<file path="src/rtl/v6502_pkg.sv">
// Shared constants for the v6502 fetch path: default widths, reset vector and
// the decoder's instruction-length encoding.
package v6502_pkg;

  localparam int          ADDR_W_DEFAULT   = 16;
  localparam int          MAX_INST_LEN     = 3;
  localparam logic [15:0] RESET_PC_DEFAULT = 16'h0000;

  typedef enum logic [1:0] {
    CLEN_NONE = 2'd0,
    CLEN_1    = 2'd1,
    CLEN_2    = 2'd2,
    CLEN_3    = 2'd3
  } clen_e;

  // A consume is honoured only for a nonzero length that the queue can cover.
  function automatic logic clen_legal(input logic [1:0] len, input logic [7:0] avail);
    return (len != CLEN_NONE) && ({6'd0, len} <= avail);
  endfunction

endpackage

</file>
<file path="src/rtl/inst_prefetch_queue_byte_ring.sv">
// Byte ring buffer: DEPTH x 8 storage, one write port at the tail, an
// advance-by-n port at the head and a zero-masked 3-byte head window.
module byte_ring #(
  parameter  int DEPTH = 8,
  localparam int PW    = $clog2(DEPTH),
  localparam int CW    = $clog2(DEPTH + 1)
) (
  input  logic          clk,
  input  logic          rst,
  input  logic          i_clear,
  input  logic          i_wr_en,
  input  logic [7:0]    i_wr_data,
  input  logic          i_adv_en,
  input  logic [1:0]    i_adv_n,
  output logic [CW-1:0] o_count,
  output logic [7:0]    o_byte0,
  output logic [7:0]    o_byte1,
  output logic [7:0]    o_byte2
);

  logic [7:0]    r_mem [DEPTH];
  logic [PW-1:0] r_head;
  logic [PW-1:0] r_tail;
  logic [CW-1:0] r_count;
  logic [CW-1:0] w_add;
  logic [CW-1:0] w_sub;

  assign w_add = i_wr_en  ? CW'(1'b1)    : {CW{1'b0}};
  assign w_sub = i_adv_en ? CW'(i_adv_n) : {CW{1'b0}};

  // Pointer and occupancy update; power-of-two DEPTH gives free wrap.
  always_ff @(posedge clk) begin
    if (rst || i_clear) begin
      r_head  <= {PW{1'b0}};
      r_tail  <= {PW{1'b0}};
      r_count <= {CW{1'b0}};
    end else begin
      if (i_wr_en)  r_tail <= r_tail + PW'(1'b1);
      if (i_adv_en) r_head <= r_head + PW'(i_adv_n);
      r_count <= r_count + w_add - w_sub;
    end
  end

  // Storage write; stale entries are never visible because the window is masked.
  always_ff @(posedge clk) begin
    if (i_wr_en) r_mem[r_tail] <= i_wr_data;
  end

  assign o_count = r_count;
  assign o_byte0 = (r_count > {CW{1'b0}}) ? r_mem[r_head]              : 8'h00;
  assign o_byte1 = (r_count > CW'(1'b1))  ? r_mem[r_head + PW'(1'b1)]  : 8'h00;
  assign o_byte2 = (r_count > CW'(2'd2))  ? r_mem[r_head + PW'(2'd2)]  : 8'h00;

endmodule

</file>
<file path="src/rtl/inst_prefetch_queue.sv">
// Instruction prefetch queue: keeps one byte read in flight ahead of the
// decoder and exposes a 3-byte window at head_pc; flush redirects fetch.
module inst_prefetch_queue
  import v6502_pkg::*;
#(
  parameter  int                DEPTH    = 8,
  parameter  int                ADDR_W   = ADDR_W_DEFAULT,
  parameter  logic [ADDR_W-1:0] RESET_PC = ADDR_W'(RESET_PC_DEFAULT),
  localparam int                CW       = $clog2(DEPTH + 1)
) (
  input  logic              clk,
  input  logic              rst,
  output logic              mem_req,
  output logic [ADDR_W-1:0] mem_addr,
  input  logic              mem_ack,
  input  logic [7:0]        mem_rdata,
  output logic [7:0]        q_byte0,
  output logic [7:0]        q_byte1,
  output logic [7:0]        q_byte2,
  output logic [CW-1:0]     q_count,
  output logic [ADDR_W-1:0] head_pc,
  input  logic              consume,
  input  logic [1:0]        consume_len,
  input  logic              flush,
  input  logic [ADDR_W-1:0] flush_pc
);

  logic              r_pending;
  logic              r_drop;
  logic [ADDR_W-1:0] r_fetch_pc;
  logic [ADDR_W-1:0] r_req_addr;
  logic [ADDR_W-1:0] r_head_pc;
  logic              w_issue;
  logic              w_ack;
  logic              w_wr;
  logic              w_cons;

  // A new request starts from registered state only, so it can be acked in
  // the same cycle it first appears; an open request holds its own address.
  assign w_issue  = !rst && !r_pending && (q_count < CW'(DEPTH));
  assign mem_req  = r_pending || w_issue;
  assign mem_addr = r_pending ? r_req_addr : r_fetch_pc;
  assign w_ack    = mem_req && mem_ack;
  assign w_wr     = w_ack && !r_drop && !flush;
  assign w_cons   = consume && !flush && clen_legal(consume_len, 8'(q_count));
  assign head_pc  = r_head_pc;

  byte_ring #(.DEPTH(DEPTH)) u_ring (
    .clk       (clk),
    .rst       (rst),
    .i_clear   (flush),
    .i_wr_en   (w_wr),
    .i_wr_data (mem_rdata),
    .i_adv_en  (w_cons),
    .i_adv_n   (consume_len),
    .o_count   (q_count),
    .o_byte0   (q_byte0),
    .o_byte1   (q_byte1),
    .o_byte2   (q_byte2)
  );

  // Fetch control: outstanding/drop flags, fetch pointer and head address.
  always_ff @(posedge clk) begin
    if (rst) begin
      r_pending  <= 1'b0;
      r_drop     <= 1'b0;
      r_fetch_pc <= RESET_PC;
      r_req_addr <= RESET_PC;
      r_head_pc  <= RESET_PC;
    end else begin
      r_pending <= mem_req && !mem_ack;
      if (w_issue) r_req_addr <= r_fetch_pc;
      if (flush) begin
        r_drop     <= mem_req && !mem_ack;
        r_fetch_pc <= flush_pc;
        r_head_pc  <= flush_pc;
      end else begin
        if (w_ack)  r_drop     <= 1'b0;
        if (w_wr)   r_fetch_pc <= r_fetch_pc + ADDR_W'(1'b1);
        if (w_cons) r_head_pc  <= r_head_pc + ADDR_W'(consume_len);
      end
    end
  end

endmodule

</file>
<file path="config.mk">
export PLATFORM = sky130hd
export DESIGN_NAME = inst_prefetch_queue
export DESIGN_NICKNAME = d
export VERILOG_FILES = /design/src/rtl/v6502_pkg.sv /design/src/rtl/inst_prefetch_queue_byte_ring.sv /design/src/rtl/inst_prefetch_queue.sv
export SDC_FILE = /design/constraint.sdc
export NUM_CORES = 1
export LEC_CHECK = 0
export ABC_AREA = 1
export BUFFER_PORTS_ARGS = -buffer_cell sky130_fd_sc_hd__buf_2
export CAP_MARGIN = 20
export CORE_MARGIN = 3
export CORE_UTILIZATION = 39
export CTS_CLUSTER_DIAMETER = 40
export DETAILED_ROUTE_END_ITERATION = 7
export PLACE_DENSITY_LB_ADDON = 0.25
export RECOVER_POWER = 100
export SLEW_MARGIN = 10
export SYNTH_ARGS = -nofsm -noshare
export SYNTH_HDL_FRONTEND = slang
export SYNTH_HIERARCHICAL = 1
export SYNTH_SLANG_ARGS = --single-unit
export TNS_END_PERCENT = 20
</file>
<file path="constraint.sdc">
create_clock -name clk -period 3.05 [get_ports clk]
set_input_delay 0.1525 -clock clk [delete_from_list [all_inputs] [get_ports clk]]
set_output_delay 0.1525 -clock clk [all_outputs]
set_load 0.005 [all_outputs]
</file>
; Yosys cells after proc, flatten, opt, wreduce, memory -nomap -nowiden
; Memories as Yosys holds them, arrays and structs flattened. A register that Yosys moved wholly into a read port is not among the register bits.
; Index checks and enable logic that the tools add are counted.
[word_totals]
register_bits = 60
ramBits = 64
input_bits = 31
out_inout_bits = 61
wordCells = 58
mem_count = 1
[mem_list]
columns = name, words, width, rd, rd_clocked_by_memory_dff, wr, line_no
row1 = u_ring.r_mem, 8, 8, 3, 1, 1, inst_prefetch_queue_byte_ring.sv:21  ; logic [7:0] r_mem [DEPTH];
[op_classes]
add_sub_neg = 8
n_lt_le_gt_ge = 5
muxes = 16
n_reduce_logical = 20
[ops]
columns = operator, count
row1 = $mux 16, 5
row2 = $mux 8, 3
row3 = $add 16x1->16 const B, 1
row4 = $add 16x2->16, 1
row5 = $logic_and 1x1->1, 9
row6 = $gt 4x1->1 const B, 2
row7 = $reduce_bool 2->1, 4
row8 = $add 3x1->3 const B, 2
row9 = $mux 3, 2
row10 = $logic_not 1->1, 5
row11 = $mux 1, 5
row12 = $add 4x4->4, 1
row13 = $gt 4x2->1 const B, 1
row14 = $le 2x4->1, 1
row15 = $lt 4x4->1 const B, 1
row16 = $sub 4x4->4, 1
row17 = $add 3x2->3, 1
row18 = $add 3x2->3 const B, 1
row19 = $logic_or 1x1->1, 2
row20 = $mux 2, 1

; Depth between registers and ports, before layout
; Gate-level depths: netlist (run 1).
[depth]
word_depth = 10
mapped_depth = 16
depth_no_buf = 16

; Cells and area by module
; The synthesis (run 1) kept the hierarchy.
[by_module_without_submodules]
columns = module, instances, cells_per_inst, area_each_um2, seq_area_each_um2
row1 = byte_ring, 1, 618, 4667.0, 2182.1
row2 = inst_prefetch_queue, 1, 502, 3088.0, 1001.0

; Worst setup path before layout (run 1)
; OpenSTA, ideal clock, no wires.
[synth_path]
kind = flip-flop to flip-flop
startpoint = register u_ring.r_count[1], in the netlist u_ring/o_count[1]
endpoint = register u_ring.r_count[2], in the netlist u_ring/o_count[2]
setup_ns = 0.114
t_arrival_ns = 2.308
required_ns = 2.936
setup_slack_ns = 0.628
path_stages_with_launch = 17
n_path_buf = 0
synth_period_minus_slack_ns = 2.422
path_cell_list = dfxtp_1 -> inv_1 -> ha_1 -> inv_1 -> o21bai_1 -> nand3_1 -> nand2_4 -> inv_2 -> nand2_1 -> inv_1 -> ha_1 -> inv_1 -> ha_1 -> inv_1 -> fa_1 -> xor2_1 -> nor2_1
[synth_between]
elab_cells_between_ends = 13
cone_classes = add/sub: 2 / order compare: 2 / mux: 2 / reduce/logical: 7
[synth_rtl]
columns = item, line_no
row1 = start: declaration, inst_prefetch_queue_byte_ring.sv:24  ; logic [CW-1:0] r_count;
row2 = start signal: assignment, inst_prefetch_queue_byte_ring.sv:36  ; r_count <= {CW{1'b0}};
row3 = start signal: assignment, inst_prefetch_queue_byte_ring.sv:40  ; r_count <= r_count + w_add - w_sub;
row4 = $le 2x4->1, v6502_pkg.sv:18  ; return (len != CLEN_NONE) && ({6'd0, len} <= avail);
row5 = $logic_and 1x1->1, v6502_pkg.sv:18
row6 = $logic_and 1x1->1, inst_prefetch_queue.sv:45  ; assign w_cons = consume && !flush && clen_legal(consume_len, 8'(q_count));
row7 = named net w_cons, inst_prefetch_queue.sv:36  ; logic w_cons;
row8 = $mux 2, inst_prefetch_queue_byte_ring.sv:29  ; assign w_sub = i_adv_en ? CW'(i_adv_n) : {CW{1'b0}};
row9 = $sub 4x4->4, inst_prefetch_queue_byte_ring.sv:40
; The timed path passes the listed nets, and every way through them passes these cells.
; A chain may end at the register's enable or synchronous reset.

; Worst setup path in the final report (run 1)
[layout_path]
startpoint = register u_ring.r_head[0]
endpoint = output q_byte1[1]
[layout_between]
elab_chain_cells = 3
[layout_lines]
columns = item, line_no
row1 = start: declaration, inst_prefetch_queue_byte_ring.sv:22  ; logic [PW-1:0] r_head;
row2 = start signal: assignment, inst_prefetch_queue_byte_ring.sv:34  ; r_head <= {PW{1'b0}};
row3 = start signal: assignment, inst_prefetch_queue_byte_ring.sv:39  ; if (i_adv_en) r_head <= r_head + PW'(i_adv_n);
row4 = $add 3x1->3, inst_prefetch_queue_byte_ring.sv:51  ; assign o_byte1 = (r_count > CW'(1'b1)) ? r_mem[r_head + PW'(1'b1)] : 8'h00;
row5 = $mem_v2 8x8, n/a
row6 = $mux 8, inst_prefetch_queue_byte_ring.sv:51
row7 = end: declaration, inst_prefetch_queue.sv:18  ; output logic [7:0] q_byte1,
; No other way between the ends.

==> results of run 1 <==
-- what timing repair did --
action,in CTS,in global routing
endpoints found under the hold margin,7,0
setup buffers,0,0
hold buffers,1,0
-- final cells by class --
class                      instances  area share (%)
timing repair buffer             115            6.19
multi-input combinational        788            41.4
sequential                       127            35.6
inverter                         159            6.70
tap                              260            3.63
clock inverter                    13            1.64
clock buffer                      19            4.84
-- layout by cell type (no fill, tap or decap), drive strengths merged, types with 2 or more instances in the layout --
| cell type | n |
|---|---|
| o211ai | 7 |
| clkbuf | 82 |
| clkinv | 7 |
| dfxtp | 63 |
| nor2 | 100 |
| nand4 | 7 |
| xor2 | 10 |
| buf | 51 |
| o21bai | 2 |
| edfxtp | 64 |
| bufinv | 3 |
| or2 | 2 |
| inv | 159 |
| nand3 | 116 |
| fa | 3 |
| a21oi | 59 |
| clkinvlp | 3 |
| o21ai | 94 |
| ha | 15 |
| a31oi | 7 |
| nor3 | 9 |
| nand2 | 353 |
-- logic make-up after synthesis --
group           after synthesis  share of synthesized area, %
simple gates                588                          31.6
buf+inv                     205                          11.0
compound gates              171                          11.6
flops                       127                          41.0
fa+ha+maj                    18                          3.19
xor+xnor                     11                          1.58
-- critical path: cells and delay by family, from the launching register on --
kind / cells / cell delay (ps)
AO/OA/AOI/OAI: 2 / 280
adder cells (fa/ha/maj): 1 / 470
flip-flops: 1 / 350
buffers and inverters: 2 / 730
AND/OR/NAND/NOR: 2 / 280
-- stage by stage --
| stage | utilization (%) | instance area (sq um) | instances | power (mW) | worst slack, ps |
|---|---|---|---|---|---|
| 2_1_floorplan | - | 7750 | 1120 | 2.32 | 628 |
| 3_3_place_gp | 44.2 | 8460 | 1448 | 2.55 | 449 |
| 3_5_place_dp | 44.2 | 8460 | 1448 | 2.56 | 410 |
| 4_1_cts | 47.3 | 9050 | 1481 | 4.58 | 412 |
| 5_1_grt | 46.8 | 8950 | 1481 | 4.72 | 108 |
| 6_report | 46.8 | 8950 | 1481 | 4.52 | 360 |
-- registers in the layout (all words and copies together) (netlist names), 3 cells and up, named ones only --
signal          cells
u_ring/r_tail       3
r_fetch_pc         16
u_ring/r_head       3
u_ring/o_count      4
r_req_addr         16
head_pc            16
u_ring/r_mem       64
-- power by group --
group	switching, mW	total [mW]	internal (mW)
Sequential	0.0628	1.93	1.87
Clock	0.746	2.01	1.27
Combinational	0.383	0.580	0.197
-- metal layers --
metal / share of wire (%) / vias up
met4: 4.1 / 0
met1: 41 / 3296
met5: 0 / -
li1: - / 3776
met3: 7.2 / 67
met2: 48 / 309
-- worst max path at each step --
stage / startpoint / endpoint / slack (ps)
final: u_ring/r_head[0]$_SDFFE_PP0P_ / q_byte1[1] / 360
after global routing: u_ring/o_count[3]$_SDFF_PP0_ / u_ring/r_mem[6][2]$_DFFE_PP_ / 110
after CTS: u_ring/o_count[1]$_SDFF_PP0_ / u_ring/o_count[2]$_SDFF_PP0_ / 410
after detailed placement: u_ring/o_count[1]$_SDFF_PP0_ / u_ring/o_count[2]$_SDFF_PP0_ / 410
after global placement: u_ring/o_count[1]$_SDFF_PP0_ / u_ring/o_count[2]$_SDFF_PP0_ / 450
after floorplan: u_ring/o_count[1]$_SDFF_PP0_ / u_ring/o_count[2]$_SDFF_PP0_ / 630
==> impl_metrics.tcl, run 1 <==
set metrics [dict create \
    grt_start_max_net_pins 84 \
    fin_setup_tns_ps 0 \
    drive_gt1_share_pct 9.09 \
    r2r_slack_ps 360 \
    rsz0062_at_grt "no" \
    synth_area_leader_cell "edfxtp_1" \
    drtIter0Drc 580 \
    finalCriticalPeriod_ps 2690 \
    reg2reg_to "u_ring/r_mem[6][1]$_DFFE_PP_" \
    wire_per_inst_microns 15.5 \
    synthFlopType "edfxtp_1" \
    grt_pass1_vias 7105 \
    top_usage_layer "met2" \
    regArea_sq_um 3180 \
    skew_ps 8.52 \
    path_clk_slew_ps 60 \
    ys_ff_latch 127 \
    max_slew_margin_pct 33.3 \
    die_w_microns 147 \
    synth_edf_count 64 \
    hold_depth 3 \
    syn_to_final_growth_pct 15.4 \
    powerDensity_nw_per_um2 506 \
    fmax_mhz 372 \
    yosysWarnings 6 \
    synth_fp_nets 1169 \
    met2_usage_pct 37.2 \
    max_stage_delay_ps 560 \
    gp_congestion 0.925 \
    period_share_pct 88.2 \
    die_h_microns 147 \
    die_area_sq_um 21600 \
    end_kind "primary output" \
    vias 7448 \
    clock-sinks 127 \
    r2r-start "u_ring/o_count[3]$_SDFF_PP0_" \
    cts-root-buf "clkbuf_16" \
    tightestPinTransition_ps 1000 \
    grt-ovfl-total 0 \
    antenna_found_initial 0 \
    hold_ws_ps 52.1 \
    yosysTopAreaCellShare_pct 24.8 \
    synth_cells 1120 \
    post-route-drc-count 0 \
    fin_nets 1257 \
    cts_buffer_depth 2 \
    cts_inserted_buffers 17 \
    status "finished, final reports clean" \
    ys_seq_area_share_pct 41.0 \
    worst_ep_required_time_ps 2900 \
    cts_tree "done" \
    gr-usage-all-layers_pct 21.7 \
    multi_input_area_sq_um 3710 \
    crit_type "reg -> out" \
    hold_path_class "in -> reg" \
    grt_pass1_wl_microns 37100 \
    max_cap_viol_count 0 \
    irDropWorstVdd_mv 0.367 \
    avgViaCountPerCell 5.03 \
    start_util_pct 40.5 \
    crit_fanout 16 \
    leakage_nw 3.95 \
    synthTopCellsByArea "edfxtp_1 25%, nand2_1 17%, dfxtp_1 16%" \
    use_met1_pct 26.4 \
    drt-pass1-iter-count 6 \
    hold_viol_final 0 \
    min_from "flush_pc[7]" \
    wirelength_microns 23000 \
    nFillCells 2019 \
    htreeDepth 4 \
    rows 50 \
    cts.repair.resized 0 \
    crit_chain "ha_1, inv_1, o21ai_1, a21oi_1, nor2_1, nor2_1, clkbuf_2" \
    hold_end "r_fetch_pc[7]$_SDFFE_PP0P_" \
    synthArstFlopShare_pct 0 \
    synth.distinct_cells 35 \
    ys_top_cells_by_count "349 x nand2_1, 149 x inv_1, 115 x nand3_1, 96 x nor2_1, 74 x o21ai_0" \
    met3_usage_pct 4.44 \
    yosysMostFrequentCell "nand2_1" \
    cp.arrival_ps 2540 \
    crit_slowest_cell "inv_1" \
    antenna_left 0 \
    r2r_cells 9 \
    port_buffers 91 \
    clock_latency_ps 420 \
    finalMaxSlewViolations 0 \
    cp_common_cell "nor2_1" \
    fp.coreArea_sq_um 19100 \
    start_kind "flop" \
    diodes 0 \
    num_io_pins 92 \
    syn_area_sq_um 7750 \
    avgSynthCellArea_sq_um 6.92 \
    place_hpwl_microns 16300 \
    finalSetupViolations 0 \
]
Power figures use the tool's default switching activity.
==> run 2: changes to the inputs <==
Settings changed: CORE_UTILIZATION 39 to 45.
Clock period 3.05 ns to 3.22 ns, I/O delays scaled along.
==> impl_metrics.tcl, run 2 (synthesis results as in run 1) <==
set metrics [dict create \
    finalMaxSlewViolations 0 \
    cts.repair.resized 0 \
    r2r-start "u_ring/o_count[3]$_SDFF_PP0_" \
    cp_common_cell "nand2_1" \
    hold_end "r_fetch_pc[8]$_SDFFE_PP0P_" \
    crit_chain "nor2_2, nand2_1, nand2_1, nand3_4, nor2_4, inv_1, or2_2, nor2_1, buf_4" \
    finalSetupViolations 0 \
    drt-pass1-iter-count 6 \
    antenna_left 0 \
    finalCriticalPeriod_ps 2820 \
    rsz0062_at_grt "no" \
    drtIter0Drc 711 \
    diodes 0 \
    hold_buffers 0 \
    min_from "flush_pc[8]" \
    hold_path_class "in -> reg" \
    status "finished, final reports clean" \
    clock-sinks 127 \
    die_area_sq_um 18800 \
    start_kind "flop" \
    drive_gt1_share_pct 8.76 \
    total_power_mw 4.18 \
    gr-usage-all-layers_pct 24.9 \
    hold_viol_final 0 \
    post_cts_buffers 0 \
    antenna_found_initial 0 \
    die_h_microns 137 \
    worst_ep_required_time_ps 3320 \
    final_cell_mix "352 x nand2_1, 154 x inv_1, 115 x nand3_1" \
    skew_ps 13.0 \
    cts-root-buf "clkbuf_16" \
    max_stage_delay_ps 490 \
    vias 7655 \
    wl_met2_microns 10900 \
    powerDensity_nw_per_um2 471 \
    avgViaCountPerCell 5.31 \
    wire_per_inst_microns 16.1 \
    hold_depth 3 \
    routed.top_layer "met4" \
    wirelength_microns 23200 \
    largest-register "u_ring/r_mem" \
    grt-ovfl-total 0 \
    nFillCells 1678 \
    start_util_pct 46.4 \
    cp.arrival_ps 2920 \
    tightestPinTransition_ps 937 \
    cts_inserted_buffers 17 \
    grt_pass1_vias 7055 \
    max_cap_viol_count 0 \
    max_slew_margin_pct 37.5 \
    clock_latency_ps 410 \
    grt_pass1_wl_microns 36300 \
    crit_type "reg -> reg" \
    syn_to_final_growth_pct 14.3 \
    die_w_microns 137 \
    irDropWorstVdd_mv 0.371 \
    post-route-drc-count 0 \
    num_io_pins 92 \
    crit_fanout 33 \
    fin_nets 1257 \
    final_util_pct 53.1 \
    crit_slowest_cell "nand2_1" \
    grt_start_max_net_pins 56 \
    r2r_cells 9 \
    fmax_mhz 355 \
    period_share_pct 87.6 \
    route.met3.wl_microns 1970 \
    fp.coreArea_sq_um 16700 \
    reg2reg_to "u_ring/r_mem[6][2]$_DFFE_PP_" \
    rows 47 \
    fin_setup_tns_ps 0 \
    drt-met1-wl_microns 9530 \
    place_hpwl_microns 15700 \
    r2r_slack_ps 400 \
    largest_reg_flops 64 \
    end_kind "flop" \
    htreeDepth 4 \
    path_clk_slew_ps 60 \
    cts_tree "done" \
    gp_congestion 0.885 \
    cts_buffer_depth 2 \
    layout_commonest_cell "nand2_1" \
    leakage_nw 3.95 \
    port_buffers 91 \
]
-- run 2: changes by cell type in the layout (fill, tap and decap cells not counted), sizes merged --
cell         change
buf             +10
clkinv           -3
clkinvlp         -3
bufinv           -2
clkbuf           -2
dlygate4sd3      -1
inv              +1
-- run 2: layout make-up --
class                   instances  area (sq um)  share of cell area [%]
clock buffers                  26           489                    5.52
clock inverters                 6          57.6                   0.649
inverters                     159           599                    6.76
multi-input cells             788          3700                    41.8
flip-flops and latches        127          3180                    35.9
well taps                     220           275                    3.11
repair buffers                115           557                    6.28
-- run 2: worst max path at each step --
stage	start	end	slack (ps)	cells after the start
after global routing	u_ring/o_count[1]$_SDFF_PP0_	u_ring/o_count[2]$_SDFF_PP0_	140	16
after floorplan	u_ring/o_count[1]$_SDFF_PP0_	u_ring/o_count[2]$_SDFF_PP0_	800	16
after CTS	u_ring/o_count[1]$_SDFF_PP0_	u_ring/o_count[2]$_SDFF_PP0_	560	16
after detailed placement	u_ring/o_count[1]$_SDFF_PP0_	u_ring/o_count[2]$_SDFF_PP0_	570	16
final	u_ring/o_count[3]$_SDFF_PP0_	u_ring/r_mem[6][2]$_DFFE_PP_	400	9
after global placement	u_ring/o_count[1]$_SDFF_PP0_	u_ring/o_count[2]$_SDFF_PP0_	620	16
-- run 2: metal layers --
metal,up-vias,global-route usage (%)
met3,61,5.00
met5,-,0
met4,0,11.3
met1,3450,31.1
li1,3772,-
met2,372,41.6
-- run 2: stage by stage --
step	hold slack [ps]	std cells	area (sq um)	setup WS, ps
after global placement	449	1409	8410	622
after CTS	19.5	1441	8960	563
final	63.9	1441	8860	400
after floorplan	260	1120	7750	798
after global routing	65.9	1441	8860	142
after detailed placement	447	1409	8410	566
-- run 2: where the power goes --
group	internal [mW]	leakage [nW]	switching [mW]
sequential	1.77	1.10	0.0627
combinational	0.184	2.58	0.362
clock	1.12	0.273	0.679
total	3.07	3.95	1.10
-- run 2: critical path: cells and delay by family, from the launching register on --
| family | cells | cell delay, ps |
|---|---|---|
| buf+inv | 2 | 330 |
| flops | 1 | 370 |
| simple gates | 7 | 1800 |
